==> src/rtl/atm_pkg.sv <==
// Shared encodings for the ATM controller: FSM states, opcodes and error codes.
package atm_pkg;

    localparam logic [2:0] ST_IDLE   = 3'd0;
    localparam logic [2:0] ST_AUTH   = 3'd1;
    localparam logic [2:0] ST_MENU   = 3'd2;
    localparam logic [2:0] ST_EXEC   = 3'd3;
    localparam logic [2:0] ST_RESULT = 3'd4;
    localparam logic [2:0] ST_EJECT  = 3'd5;

    typedef enum logic [2:0] {
        S_IDLE   = ST_IDLE,
        S_AUTH   = ST_AUTH,
        S_MENU   = ST_MENU,
        S_EXEC   = ST_EXEC,
        S_RESULT = ST_RESULT,
        S_EJECT  = ST_EJECT
    } state_e;

    typedef enum logic [2:0] {
        OP_BALANCE  = 3'd0,
        OP_WITHDRAW = 3'd1,
        OP_DEPOSIT  = 3'd2,
        OP_TRANSFER = 3'd3,
        OP_CHPIN    = 3'd4,
        OP_EXIT     = 3'd5
    } opcode_e;

    localparam logic [2:0] ERR_NONE     = 3'd0;
    localparam logic [2:0] ERR_PIN      = 3'd1;
    localparam logic [2:0] ERR_FUNDS    = 3'd2;
    localparam logic [2:0] ERR_OVERFLOW = 3'd3;
    localparam logic [2:0] ERR_LOCKED   = 3'd4;
    localparam logic [2:0] ERR_DEST     = 3'd5;
    localparam logic [2:0] ERR_OPCODE   = 3'd6;
    localparam logic [2:0] ERR_TIMEOUT  = 3'd7;

endpackage

==> src/rtl/atm_acct_bank.sv <==
// Per-account storage: balance, PIN, wrong-PIN tries and lock flag.
// Two balance write ports let a transfer update source and destination in one edge.
module atm_acct_bank
    import atm_pkg::*;
#(
    parameter int ID_W  = 2,
    parameter int PIN_W = 4,
    parameter int BAL_W = 8,
    parameter int TRY_W = 2
) (
    input  logic             clk,
    input  logic             rst,
    input  logic [ID_W-1:0]  ra_id,
    output logic [BAL_W-1:0] ra_bal,
    output logic [PIN_W-1:0] ra_pin,
    output logic [TRY_W-1:0] ra_tries,
    output logic             ra_lock,
    input  logic [ID_W-1:0]  rb_id,
    output logic [BAL_W-1:0] rb_bal,
    input  logic [ID_W-1:0]  wa_id,
    input  logic             wa_bal_en,
    input  logic [BAL_W-1:0] wa_bal,
    input  logic             wa_pin_en,
    input  logic [PIN_W-1:0] wa_pin,
    input  logic             wa_try_en,
    input  logic [TRY_W-1:0] wa_tries,
    input  logic             wa_lock_en,
    input  logic [ID_W-1:0]  wb_id,
    input  logic             wb_bal_en,
    input  logic [BAL_W-1:0] wb_bal
);

    localparam int DEPTH = 1 << ID_W;

    logic [BAL_W-1:0] bal_q  [DEPTH];
    logic [PIN_W-1:0] pin_q  [DEPTH];
    logic [TRY_W-1:0] try_q  [DEPTH];
    logic             lock_q [DEPTH];

    always_ff @(posedge clk or posedge rst) begin
        if (rst) begin
            for (int i = 0; i < DEPTH; i++) begin
                bal_q[i]  <= '0;
                pin_q[i]  <= PIN_W'(i);
                try_q[i]  <= '0;
                lock_q[i] <= 1'b0;
            end
        end else begin
            if (wb_bal_en)  bal_q[wb_id]  <= wb_bal;
            if (wa_bal_en)  bal_q[wa_id]  <= wa_bal;
            if (wa_pin_en)  pin_q[wa_id]  <= wa_pin;
            if (wa_try_en)  try_q[wa_id]  <= wa_tries;
            if (wa_lock_en) lock_q[wa_id] <= 1'b1;
        end
    end

    assign ra_bal   = bal_q[ra_id];
    assign ra_pin   = pin_q[ra_id];
    assign ra_tries = try_q[ra_id];
    assign ra_lock  = lock_q[ra_id];
    assign rb_bal   = bal_q[rb_id];

endmodule

==> src/rtl/atm_ctrl.sv <==
// ATM session controller: card/PIN authentication, menu handshake and account operations.
// Define ATM_TIMEOUT_EN to eject sessions idle for TIMEOUT_CYC cycles in AUTH or MENU.
module atm_ctrl
    import atm_pkg::*;
#(
    parameter int NUM_ACCOUNTS = 4,
    parameter int PIN_W        = 4,
    parameter int BAL_W        = 8,
    parameter int MAX_TRIES    = 3,
    parameter int TIMEOUT_CYC  = 1024,
    localparam int ID_W        = (NUM_ACCOUNTS > 1) ? $clog2(NUM_ACCOUNTS) : 1
) (
    input  logic             clk,
    input  logic             rst,
    input  logic             card_in,
    input  logic [ID_W-1:0]  card_id,
    input  logic             pin_valid,
    input  logic [PIN_W-1:0] pin_in,
    input  logic             exit_req,
    input  logic             op_valid,
    output logic             op_ready,
    input  logic [2:0]       opcode,
    input  logic [BAL_W-1:0] amount,
    input  logic [ID_W-1:0]  dest_id,
    input  logic [PIN_W-1:0] new_pin,
    output logic [BAL_W-1:0] balance,
    output logic             done,
    output logic             err,
    output logic [2:0]       err_code,
    output logic             locked,
    output logic [2:0]       state_o
);

    localparam int TRY_W = $clog2(MAX_TRIES + 1);

    logic [2:0]       state_q;
    logic             card_q;
    logic [ID_W-1:0]  act_id_q;
    logic [2:0]       opc_q;
    logic [BAL_W-1:0] amt_q;
    logic [ID_W-1:0]  dest_q;
    logic [PIN_W-1:0] npin_q;

    logic [ID_W-1:0]  ra_id;
    logic [BAL_W-1:0] ra_bal, rb_bal;
    logic [PIN_W-1:0] ra_pin;
    logic [TRY_W-1:0] ra_tries, tries_inc;
    logic             ra_lock;

    logic             card_fall, pin_match, lock_now, auth_pin, exec_go, timeout;
    logic [BAL_W:0]   src_sum, dst_sum;
    logic             dest_bad;
    logic             exec_err, wr_src, wr_dst;
    logic [2:0]       exec_code;
    logic [BAL_W-1:0] new_src, new_dst;

    // In IDLE the presented card is looked up so a locked account is refused at once.
    assign ra_id     = (state_q == ST_IDLE) ? card_id : act_id_q;
    assign card_fall = card_q & ~card_in;
    assign pin_match = (pin_in == ra_pin);
    assign tries_inc = ra_tries + 1'b1;
    assign lock_now  = (tries_inc >= TRY_W'(MAX_TRIES));
    assign auth_pin  = (state_q == ST_AUTH) && !card_fall && !exit_req && pin_valid;
    assign exec_go   = (state_q == ST_EXEC) && !card_fall;

    assign op_ready  = (state_q == ST_MENU);
    assign locked    = ra_lock;
    assign state_o   = state_q;

    assign src_sum   = {1'b0, ra_bal} + {1'b0, amt_q};
    assign dst_sum   = {1'b0, rb_bal} + {1'b0, amt_q};
    assign dest_bad  = (dest_q == act_id_q) || ({1'b0, dest_q} >= (ID_W + 1)'(NUM_ACCOUNTS));

`ifdef ATM_TIMEOUT_EN
    localparam int TO_W = $clog2(TIMEOUT_CYC + 1);

    logic [TO_W-1:0] to_cnt_q;
    logic            waiting, activity;

    assign waiting  = (state_q == ST_AUTH) || (state_q == ST_MENU);
    assign activity = pin_valid || (op_ready && op_valid);
    assign timeout  = waiting && (to_cnt_q == TO_W'(TIMEOUT_CYC - 1));

    always_ff @(posedge clk or posedge rst) begin
        if (rst)
            to_cnt_q <= '0;
        else if (!waiting || activity)
            to_cnt_q <= '0;
        else if (!timeout)
            to_cnt_q <= to_cnt_q + 1'b1;
    end
`else
    // Never true: sessions wait indefinitely in this build.
    assign timeout = (TIMEOUT_CYC < 0);
`endif

    // Operation evaluation; every check is resolved before any write is enabled.
    always_comb begin
        exec_err  = 1'b0;
        exec_code = ERR_NONE;
        wr_src    = 1'b0;
        wr_dst    = 1'b0;
        new_src   = ra_bal;
        new_dst   = rb_bal;
        case (opcode_e'(opc_q))
            OP_BALANCE, OP_CHPIN, OP_EXIT: begin
            end
            OP_WITHDRAW: begin
                if (amt_q > ra_bal) begin
                    exec_err  = 1'b1;
                    exec_code = ERR_FUNDS;
                end else begin
                    new_src = ra_bal - amt_q;
                    wr_src  = 1'b1;
                end
            end
            OP_DEPOSIT: begin
                if (src_sum[BAL_W]) begin
                    exec_err  = 1'b1;
                    exec_code = ERR_OVERFLOW;
                end else begin
                    new_src = src_sum[BAL_W-1:0];
                    wr_src  = 1'b1;
                end
            end
            OP_TRANSFER: begin
                if (dest_bad) begin
                    exec_err  = 1'b1;
                    exec_code = ERR_DEST;
                end else if (amt_q > ra_bal) begin
                    exec_err  = 1'b1;
                    exec_code = ERR_FUNDS;
                end else if (dst_sum[BAL_W]) begin
                    exec_err  = 1'b1;
                    exec_code = ERR_OVERFLOW;
                end else begin
                    new_src = ra_bal - amt_q;
                    new_dst = dst_sum[BAL_W-1:0];
                    wr_src  = 1'b1;
                    wr_dst  = 1'b1;
                end
            end
            default: begin
                exec_err  = 1'b1;
                exec_code = ERR_OPCODE;
            end
        endcase
    end

    always_ff @(posedge clk or posedge rst) begin
        if (rst) begin
            state_q  <= ST_IDLE;
            card_q   <= 1'b0;
            act_id_q <= '0;
            opc_q    <= '0;
            amt_q    <= '0;
            dest_q   <= '0;
            npin_q   <= '0;
            balance  <= '0;
            done     <= 1'b0;
            err      <= 1'b0;
            err_code <= ERR_NONE;
        end else begin
            card_q   <= card_in;
            done     <= 1'b0;
            err      <= 1'b0;
            err_code <= ERR_NONE;
            case (state_q)
                ST_IDLE: begin
                    if (card_in) begin
                        act_id_q <= card_id;
                        if (ra_lock) begin
                            state_q  <= ST_EJECT;
                            err      <= 1'b1;
                            err_code <= ERR_LOCKED;
                        end else begin
                            state_q <= ST_AUTH;
                        end
                    end
                end
                ST_AUTH: begin
                    if (card_fall || exit_req) begin
                        state_q <= ST_EJECT;
                    end else if (pin_valid) begin
                        if (pin_match) begin
                            state_q <= ST_MENU;
                        end else begin
                            err      <= 1'b1;
                            err_code <= ERR_PIN;
                            if (lock_now) state_q <= ST_EJECT;
                        end
                    end else if (timeout) begin
                        state_q  <= ST_EJECT;
                        err      <= 1'b1;
                        err_code <= ERR_TIMEOUT;
                    end
                end
                ST_MENU: begin
                    if (card_fall || exit_req) begin
                        state_q <= ST_EJECT;
                    end else if (op_valid) begin
                        opc_q   <= opcode;
                        amt_q   <= amount;
                        dest_q  <= dest_id;
                        npin_q  <= new_pin;
                        state_q <= ST_EXEC;
                    end else if (timeout) begin
                        state_q  <= ST_EJECT;
                        err      <= 1'b1;
                        err_code <= ERR_TIMEOUT;
                    end
                end
                ST_EXEC: begin
                    if (card_fall || opc_q == OP_EXIT) begin
                        state_q <= ST_EJECT;
                    end else begin
                        state_q  <= ST_RESULT;
                        done     <= 1'b1;
                        err      <= exec_err;
                        err_code <= exec_code;
                        balance  <= new_src;
                    end
                end
                ST_RESULT: state_q <= card_fall ? ST_EJECT : ST_MENU;
                ST_EJECT:  state_q <= ST_IDLE;
                default:   state_q <= ST_IDLE;
            endcase
        end
    end

    atm_acct_bank #(
        .ID_W  (ID_W),
        .PIN_W (PIN_W),
        .BAL_W (BAL_W),
        .TRY_W (TRY_W)
    ) u_bank (
        .clk        (clk),
        .rst        (rst),
        .ra_id      (ra_id),
        .ra_bal     (ra_bal),
        .ra_pin     (ra_pin),
        .ra_tries   (ra_tries),
        .ra_lock    (ra_lock),
        .rb_id      (dest_q),
        .rb_bal     (rb_bal),
        .wa_id      (act_id_q),
        .wa_bal_en  (exec_go && wr_src),
        .wa_bal     (new_src),
        .wa_pin_en  (exec_go && opc_q == OP_CHPIN),
        .wa_pin     (npin_q),
        .wa_try_en  (auth_pin),
        .wa_tries   (pin_match ? '0 : tries_inc),
        .wa_lock_en (auth_pin && !pin_match && lock_now),
        .wb_id      (dest_q),
        .wb_bal_en  (exec_go && wr_dst),
        .wb_bal     (new_dst)
    );

endmodule

==> config.mk <==
export PLATFORM = sky130hd
export DESIGN_NAME = atm_ctrl
export DESIGN_NICKNAME = d
export VERILOG_FILES = /design/src/rtl/atm_pkg.sv /design/src/rtl/atm_acct_bank.sv /design/src/rtl/atm_ctrl.sv
export SDC_FILE = /design/constraint.sdc
export NUM_CORES = 1
export LEC_CHECK = 0
export BUFFER_PORTS_ARGS = -buffer_cell sky130_fd_sc_hd__buf_2
export CORE_MARGIN = 2
export CORE_UTILIZATION = 40
export CTS_BUF_LIST = sky130_fd_sc_hd__clkbuf_4 sky130_fd_sc_hd__clkbuf_8
export CTS_CLUSTER_SIZE = 16
export DETAILED_ROUTE_END_ITERATION = 7
export PLACE_DENSITY = 0.59
export SLEW_MARGIN = 20
export SYNTH_ARGS = -nofsm -noshare
export SYNTH_HDL_FRONTEND = slang
export SYNTH_SLANG_ARGS = --single-unit
==> constraint.sdc <==
create_clock -name clk -period 5.45 [get_ports clk]
set_input_delay 0.8175 -clock clk [delete_from_list [all_inputs] [get_ports clk]]
set_output_delay 0.8175 -clock clk [all_outputs]
set_load 0.1 [all_outputs]
Yosys cells after proc, flatten, opt, wreduce, memory -nomap -nowiden:

Index checks and enable logic that the tools add are counted.

* add/sub/neg operators: 4
* multipliers: 0
* divide/modulo/power cells: 0
* $lt $le $gt $ge: 7
* eq/ne operators: 15
* shift-type cells: 0
* muxes and demuxes: 89
* bitwise gates (word level): 8
* reduce and logical (&&, ||, !) cells: 23

Operators by type and width (count)
* 2-to-1 mux 8 bit: 15
* bitwise mux 32 bit: 2
* 2-to-1 mux 32 bit: 2
* 2-to-1 mux 3 bit: 15
* binary-select mux 8 bit (select 2 bit): 2
* demux 8 bit (select 2 bit): 2
* 2-to-1 mux 1 bit: 24
* case mux 8 bit (3 select lines): 1
* adder 8 x 8 -> 9 bit: 2
* 2-to-1 mux 2 bit: 9
* bitwise mux 16 bit: 1
* case mux 3 bit (5 select lines): 1
* == test 3 x 2 -> 1 bit (second input constant): 4
* 2-to-1 mux 4 bit: 3
* case mux 3 bit (4 select lines): 1
* logical AND 1 bit: 11
* == test 3 bit (second input constant): 3
* greater-or-equal comparator 3 bit (second input constant): 3
* NOT 2 -> 3 bit: 3
* case mux 3 bit (3 select lines): 1
* binary-select mux 4 bit (select 2 bit): 1
* bitwise mux 8 bit: 1
* demux 4 bit (select 2 bit): 1
* > comparator 8 bit: 1
* 26 further kinds: 37

* bits in registers: 96
* bits in latches: 0
* memory bits (writable): 0
* ROM bits: 0
* input bits: 29
* output and inout bits: 18
* logic and storage cells: 173
* memories: 0

Longest topological paths before layout:

* depth in word-level cells: 14
* mapped depth: 21
* depth with buffers taken out: 15

Modules after synthesis:

Synthesis repeated with hierarchy kept, for this count alone.

* cell total of the unflattened synthesis: 616
* area, all modules: 6168.4 um^2

By module, submodules not included
* atm_acct_bank: instances 1, cells each 283, area an instance 3163.0 um^2, sequential area each 1506.4 um^2
* atm_ctrl: instances 1, cells each 333, area an instance 3005.4 um^2, sequential area each 900.9 um^2

Worst setup path before layout:

Ideal clock, no wire load.

* path kind: flip-flop to flip-flop
* start: register state_q[0] (netlist: state_o[0])
* end: register u_bank.bal_q[22] (netlist bit)
* setup time: 0.125 ns
* data arrival time: 5.136 ns
* data required time: 5.325 ns
* slack: 0.189 ns
* stages on the path, launching flop included: 19
* path buffers: 4
* clock period less this slack: 5.261 ns
* cells stage by stage: dfrtp_1 -> buf_6 -> or4b_4 -> clkbuf_1 -> nand2_1 -> clkbuf_1 -> buf_1 -> nand2_1 -> a31o_2 -> ha_1 -> inv_1 -> fa_1 -> a21oi_1 -> o2111ai_1 -> o21a_1 -> nand2_1 -> nor4b_2 -> mux2_2 -> mux2_2

* word-level cells in the longest chain between the ends: 14
* elaborated cells between the ends (all ways): 32
* classes of those cells: 2 x add/sub; 1 x order compare; 1 x eq/ne; 23 x mux; 1 x bitwise; 4 x reduce/logical

Ends and longest elaborated chain
* from (decl): RTL line atm_ctrl.sv:36 `logic [2:0] state_q;`
* from (signal assigned): RTL line atm_ctrl.sv:224 `ST_RESULT: state_q <= card_fall ? ST_EJECT : ST_MENU;`
* zero test 3 bit: RTL line atm_ctrl.sv:58 `assign ra_id = (state_q == ST_IDLE) ? card_id : act_id_q;`
* 2-to-1 mux 2 bit: RTL line atm_ctrl.sv:58
* NOT 2 -> 3 bit (implied by the code): RTL line atm_acct_bank.sv:57 `assign ra_bal = bal_q[ra_id];`
* binary-select mux 8 bit (select 2 bit): RTL line atm_acct_bank.sv:57
* 2-to-1 mux 8 bit (implied by the code) (2 in series): RTL line atm_acct_bank.sv:57
* > comparator 8 bit: RTL line atm_ctrl.sv:109, atm_ctrl.sv:130
* 2-to-1 mux 8 bit / 2-to-1 mux 1 bit (equally long branches): RTL line atm_ctrl.sv:130 `end else if (amt_q > ra_bal) begin`
* 2-to-1 mux 8 bit / 2-to-1 mux 1 bit (equally long branches): RTL line atm_ctrl.sv:127 `if (dest_bad) begin`
* 2-to-1 mux 8 bit / 2-to-1 mux 1 bit (equally long branches): RTL line atm_ctrl.sv:105 `case (opcode_e'(opc_q))`
* bitwise mux 32 bit / logical AND 1 bit (equally long branches): RTL line atm_acct_bank.sv:49, atm_ctrl.sv:255
* 2-to-1 mux 32 bit: RTL line atm_acct_bank.sv:49 `if (wb_bal_en) bal_q[wb_id] <= wb_bal;`
* bitwise mux 32 bit: RTL line atm_acct_bank.sv:50 `if (wa_bal_en) bal_q[wa_id] <= wa_bal;`
* 2-to-1 mux 32 bit *: RTL line atm_acct_bank.sv:50
* to (signal, indexed assignment): RTL line atm_acct_bank.sv:49
* to (signal, indexed assignment): RTL line atm_acct_bank.sv:50
* to (decl): RTL line atm_acct_bank.sv:35 `logic [BAL_W-1:0] bal_q [DEPTH];`

Every way passes the cells marked *; elsewhere a longest branch is shown, timed or not. The select of a mux whose other input is x is not followed.
A chain may end at the register's enable or synchronous reset.

Worst setup path after layout:

* start: register state_q[2] (netlist: state_o[2])
* end: register u_bank.bal_q[16] (netlist bit)

Same word-level chain as after synthesis.

==> results by group <==
Cells and area
  • Finished Layout Cells: 971
  • ANT cells: 0
  • Commonest non-fill, non-tap cell in the layout: dfrtp_1
  • Share of cells above drive strength 1: 22.3%
  • Commonest cells after routing, fill and taps aside: dfrtp_1 (92), nand2_1 (80), o21ai_0 (50), nor2_1 (47), buf_2 (46)
  • Fin nets: a little over 800
  • Core Util, Final: between 40% and 50%
  • Area growth syn-to-layout: 11.7%
  • Fin area: 0.00725 mm2

GRT
  • GRT Residual Overflow: 0
  • Vias in the first global route: between 5k and 6k
  • Global Route Usage Sum: 22.7%
  • Initial antenna violation count: 0
  • Maximum number of pins on one net before global-route repair: between 50 and 60
  • First-pass GRT wire length: approximately 31,000 um

Critical path
  • Reg2reg start: state_o[2]
  • CP endpoint kind: flop
  • Startpoint Class: flop
  • Reg-to-reg slack, setup: 560 ps
  • Reg2Reg Capture Point: u_bank.bal_q[16]
  • Critical Path Sink: u_bank.bal_q[16]
  • CP max stage delay: roughly 640 ps
  • Cell mode on critical path: buf_4
  • Max FO, Critical Path: 21
  • Worst Setup SP: state_o[2]
  • CP required: 5750 ps
  • Crit path cell chain: or4b_4, and2_1, nand2_1, and3_1, a31oi_1, ha_1, nor3_1, o31ai_1, o2111ai_1, a21oi_1, buf_4, nor2_1, buf_4, or3_1, o22ai_1
  • R2R cell count: 15
  • Critical path's slowest cell: dfrtp_1
  • Worst path arrival time: between 5000 and 6000 ps
  • Crit Path Category: reg2reg

Placement
  • Placed Area: between 0.007 and 0.008 mm2
  • Port Buffers: 46
  • Post-Place Worst Slack: roughly 410 ps
  • Placed cell count: approximately 960
  • GP Congestion: roughly 0.9
  • DP HPWL: ~15,000 um

Synth
  • Mapped cell area: between 0.006 and 0.007 mm2
  • Syn Inst Count: 702
  • Post-Syn Nets: around 760
  • Sequential fraction of the synthesis area: 37.1%
  • Cell variety after synth: 65
  • Mean Syn Cell Area: just over 9 um2
  • Ys flop type: dfrtp_1
  • Syn. warnings: 0
  • Synthesized flop and latch total: 96
  • Post-synth EDFFs: 0
  • Synth async-reset ratio: 100%

CTS
  • Clock sink count: 96
  • H-tree depth: 3
  • Buffer count from post-CTS setup fixing: 0
  • CTS Buffer Depth: 2
  • CTS tree: built
  • CTS Root Cell: clkbuf_8
  • Post-CTS Resized: 0
  • Cts-stage hold buffer count: 0
  • Worst-Skew Late Latency: about 400 ps
  • Total CTS buffers: 9
  • Clock slew at reported path FFs: approximately 120 ps

Pwr
  • P per Cell Area: 552 mW/mm2
  • Peak VDD IR: about 0.23 mV
  • Leak Pwr: around 3.3 nW
  • Final Power: 4.00 mW

Timing
  • Max-slew violations: 0
  • Worst Tran Pin Value: roughly 900 ps
  • Min Hold Slack: about 480 ps
  • Rel. slew slack: 40.6%
  • Final Critical Period: ~5000 ps
  • Fmax achieved: just over 200 MHz
  • Final setup viols: 0
  • RSZ-0062 raised after global routing: false
  • Clk_skew: between 20 and 25 ps
  • Fin crit share: between 80% and 90%
  • Final hold vios: 0
  • Worst setup margin: ~560 ps
  • Total Neg Setup Slack: 0 ps

Detailed routing
  • Initial DRC Count: approximately 440
  • Drt wl/cell: 20.1 um
  • Vias: 5,774
  • 1st-pass router iterations: 5
  • Antenna-violating nets left: 0
  • Via density: 5.95
  • Number of remaining DRC errors: 0
  • Routed Wire Length: a little under 20,000 um

Floorplan
  • Die X: between 100 and 150 um
  • Die area: 0.0173 mm2
  • Die Y: ~130 um
  • Core area: 0.0159 mm2
  • Rows: 46
  • Initial core utilization: between 40% and 50%
  • # IOs: between 40 and 50

Min path
  • Worst min-delay path class: in2async

Run status
  • Status: completed

Run
  • Max_cap viols: 0
power by group:
group | internal (mW) | switching (mW) | total [mW]
clock network | 0.176 | 0.282 | 0.457
logic | 0.823 | 1.72 | 2.54
registers | 0.846 | 0.155 | 1.00
total | 1.84 | 2.16 | 4.00
sequential cells by signal (all words and copies together) (netlist names):
signal	flops
u_bank.try_q	8
u_bank.pin_q	16
u_bank.lock_q	4
amt_q	8
state_o	3
act_id_q	2
err_code	3
balance	8
u_bank.bal_q	32
opc_q	3
npin_q	4
done	1
dest_q	2
card_q	1
err	1
cell usage after synthesis, types with 3 or more instances:
library cell / number / area, um2
dfrtp_1: 92 / 2300
nand2_1: 80 / 300
o21ai_0: 50 / 250
nor2_1: 47 / 176
mux2_2: 39 / 439
clkbuf_1: 34 / 128
inv_1: 29 / 109
ha_1: 25 / 313
a21oi_1: 23 / 115
and3_1: 21 / 131
mux2i_1: 20 / 200
o22ai_1: 18 / 113
a31oi_1: 14 / 87.6
o211ai_1: 14 / 105
nand3_1: 13 / 65.1
nor3_1: 11 / 55.1
o21bai_1: 10 / 75.1
o31ai_1: 10 / 75.1
nand2b_1: 9 / 56.3
nor2b_1: 9 / 56.3
or4_1: 9 / 67.6
a21boi_0: 8 / 60.1
a221oi_1: 8 / 70.1
mux4_2: 8 / 180
a211oi_1: 7 / 52.6
xnor2_1: 7 / 61.3
a21o_1: 6 / 45.0
o41ai_1: 5 / 43.8
a22oi_1: 4 / 30.0
a31o_2: 4 / 35.0
and2_1: 4 / 25.0
dfstp_2: 4 / 105
nand4_1: 4 / 25.0
nand4_2: 4 / 50.1
or2_2: 4 / 25.0
and4_1: 3 / 26.3
buf_1: 3 / 11.3
fa_1: 3 / 60.1
nor4_1: 3 / 18.8
o2111ai_1: 3 / 26.3
o21a_1: 3 / 22.5
xor2_1: 3 / 26.3
critical path, delay by kind of cell (launching register included):
family,cells,cell delay [ps]
DFF,1,640
AOI/OAI and AO/OA,5,1630
and+or+nand+nor,7,1720
adders and majority gates,1,320
buffers and inverters,2,470
worst min-delay path by stage:
stage,from,to,slack [ps]
after floorplan,u_bank.lock_q[2],u_bank.lock_q[2],430
after global placement,u_bank.lock_q[2],u_bank.lock_q[2],450
after detailed placement,u_bank.lock_q[2],u_bank.lock_q[2],450
after CTS,u_bank.lock_q[2],u_bank.lock_q[2],480
after global routing,rst,u_bank.try_q[5],520
final,rst,act_id_q[1],480
area by class of cell:
cell class	instances	area, um2
multi-input combinational	535	3800
clock buffer	10	131
clock inverter	5	42.5
sequential	96	2410
fill	1571	8640
timing repair buffer	79	478
inverter	30	115
tap	216	270
kinds of logic after synthesis:
| logic type | count (synthesis) | share of synthesized area, % |
|---|---|---|
| fa+ha+maj | 28 | 5.75 |
| xor+xnor | 10 | 1.35 |
| simple gates | 230 | 18.2 |
| compound gates | 199 | 20.4 |
| flops | 96 | 37.1 |
| mux | 68 | 12.8 |
| buf+inv | 71 | 4.38 |
metal layers:
layer	up-vias	share of wire, %	track usage (%)
met5	-	0	0
met4	0	2.8	8.76
met3	35	5.0	4.09
met2	202	48	37.4
met1	2845	44	29.8
li1	2692	-	-
Power figures use the tool's default switching activity.
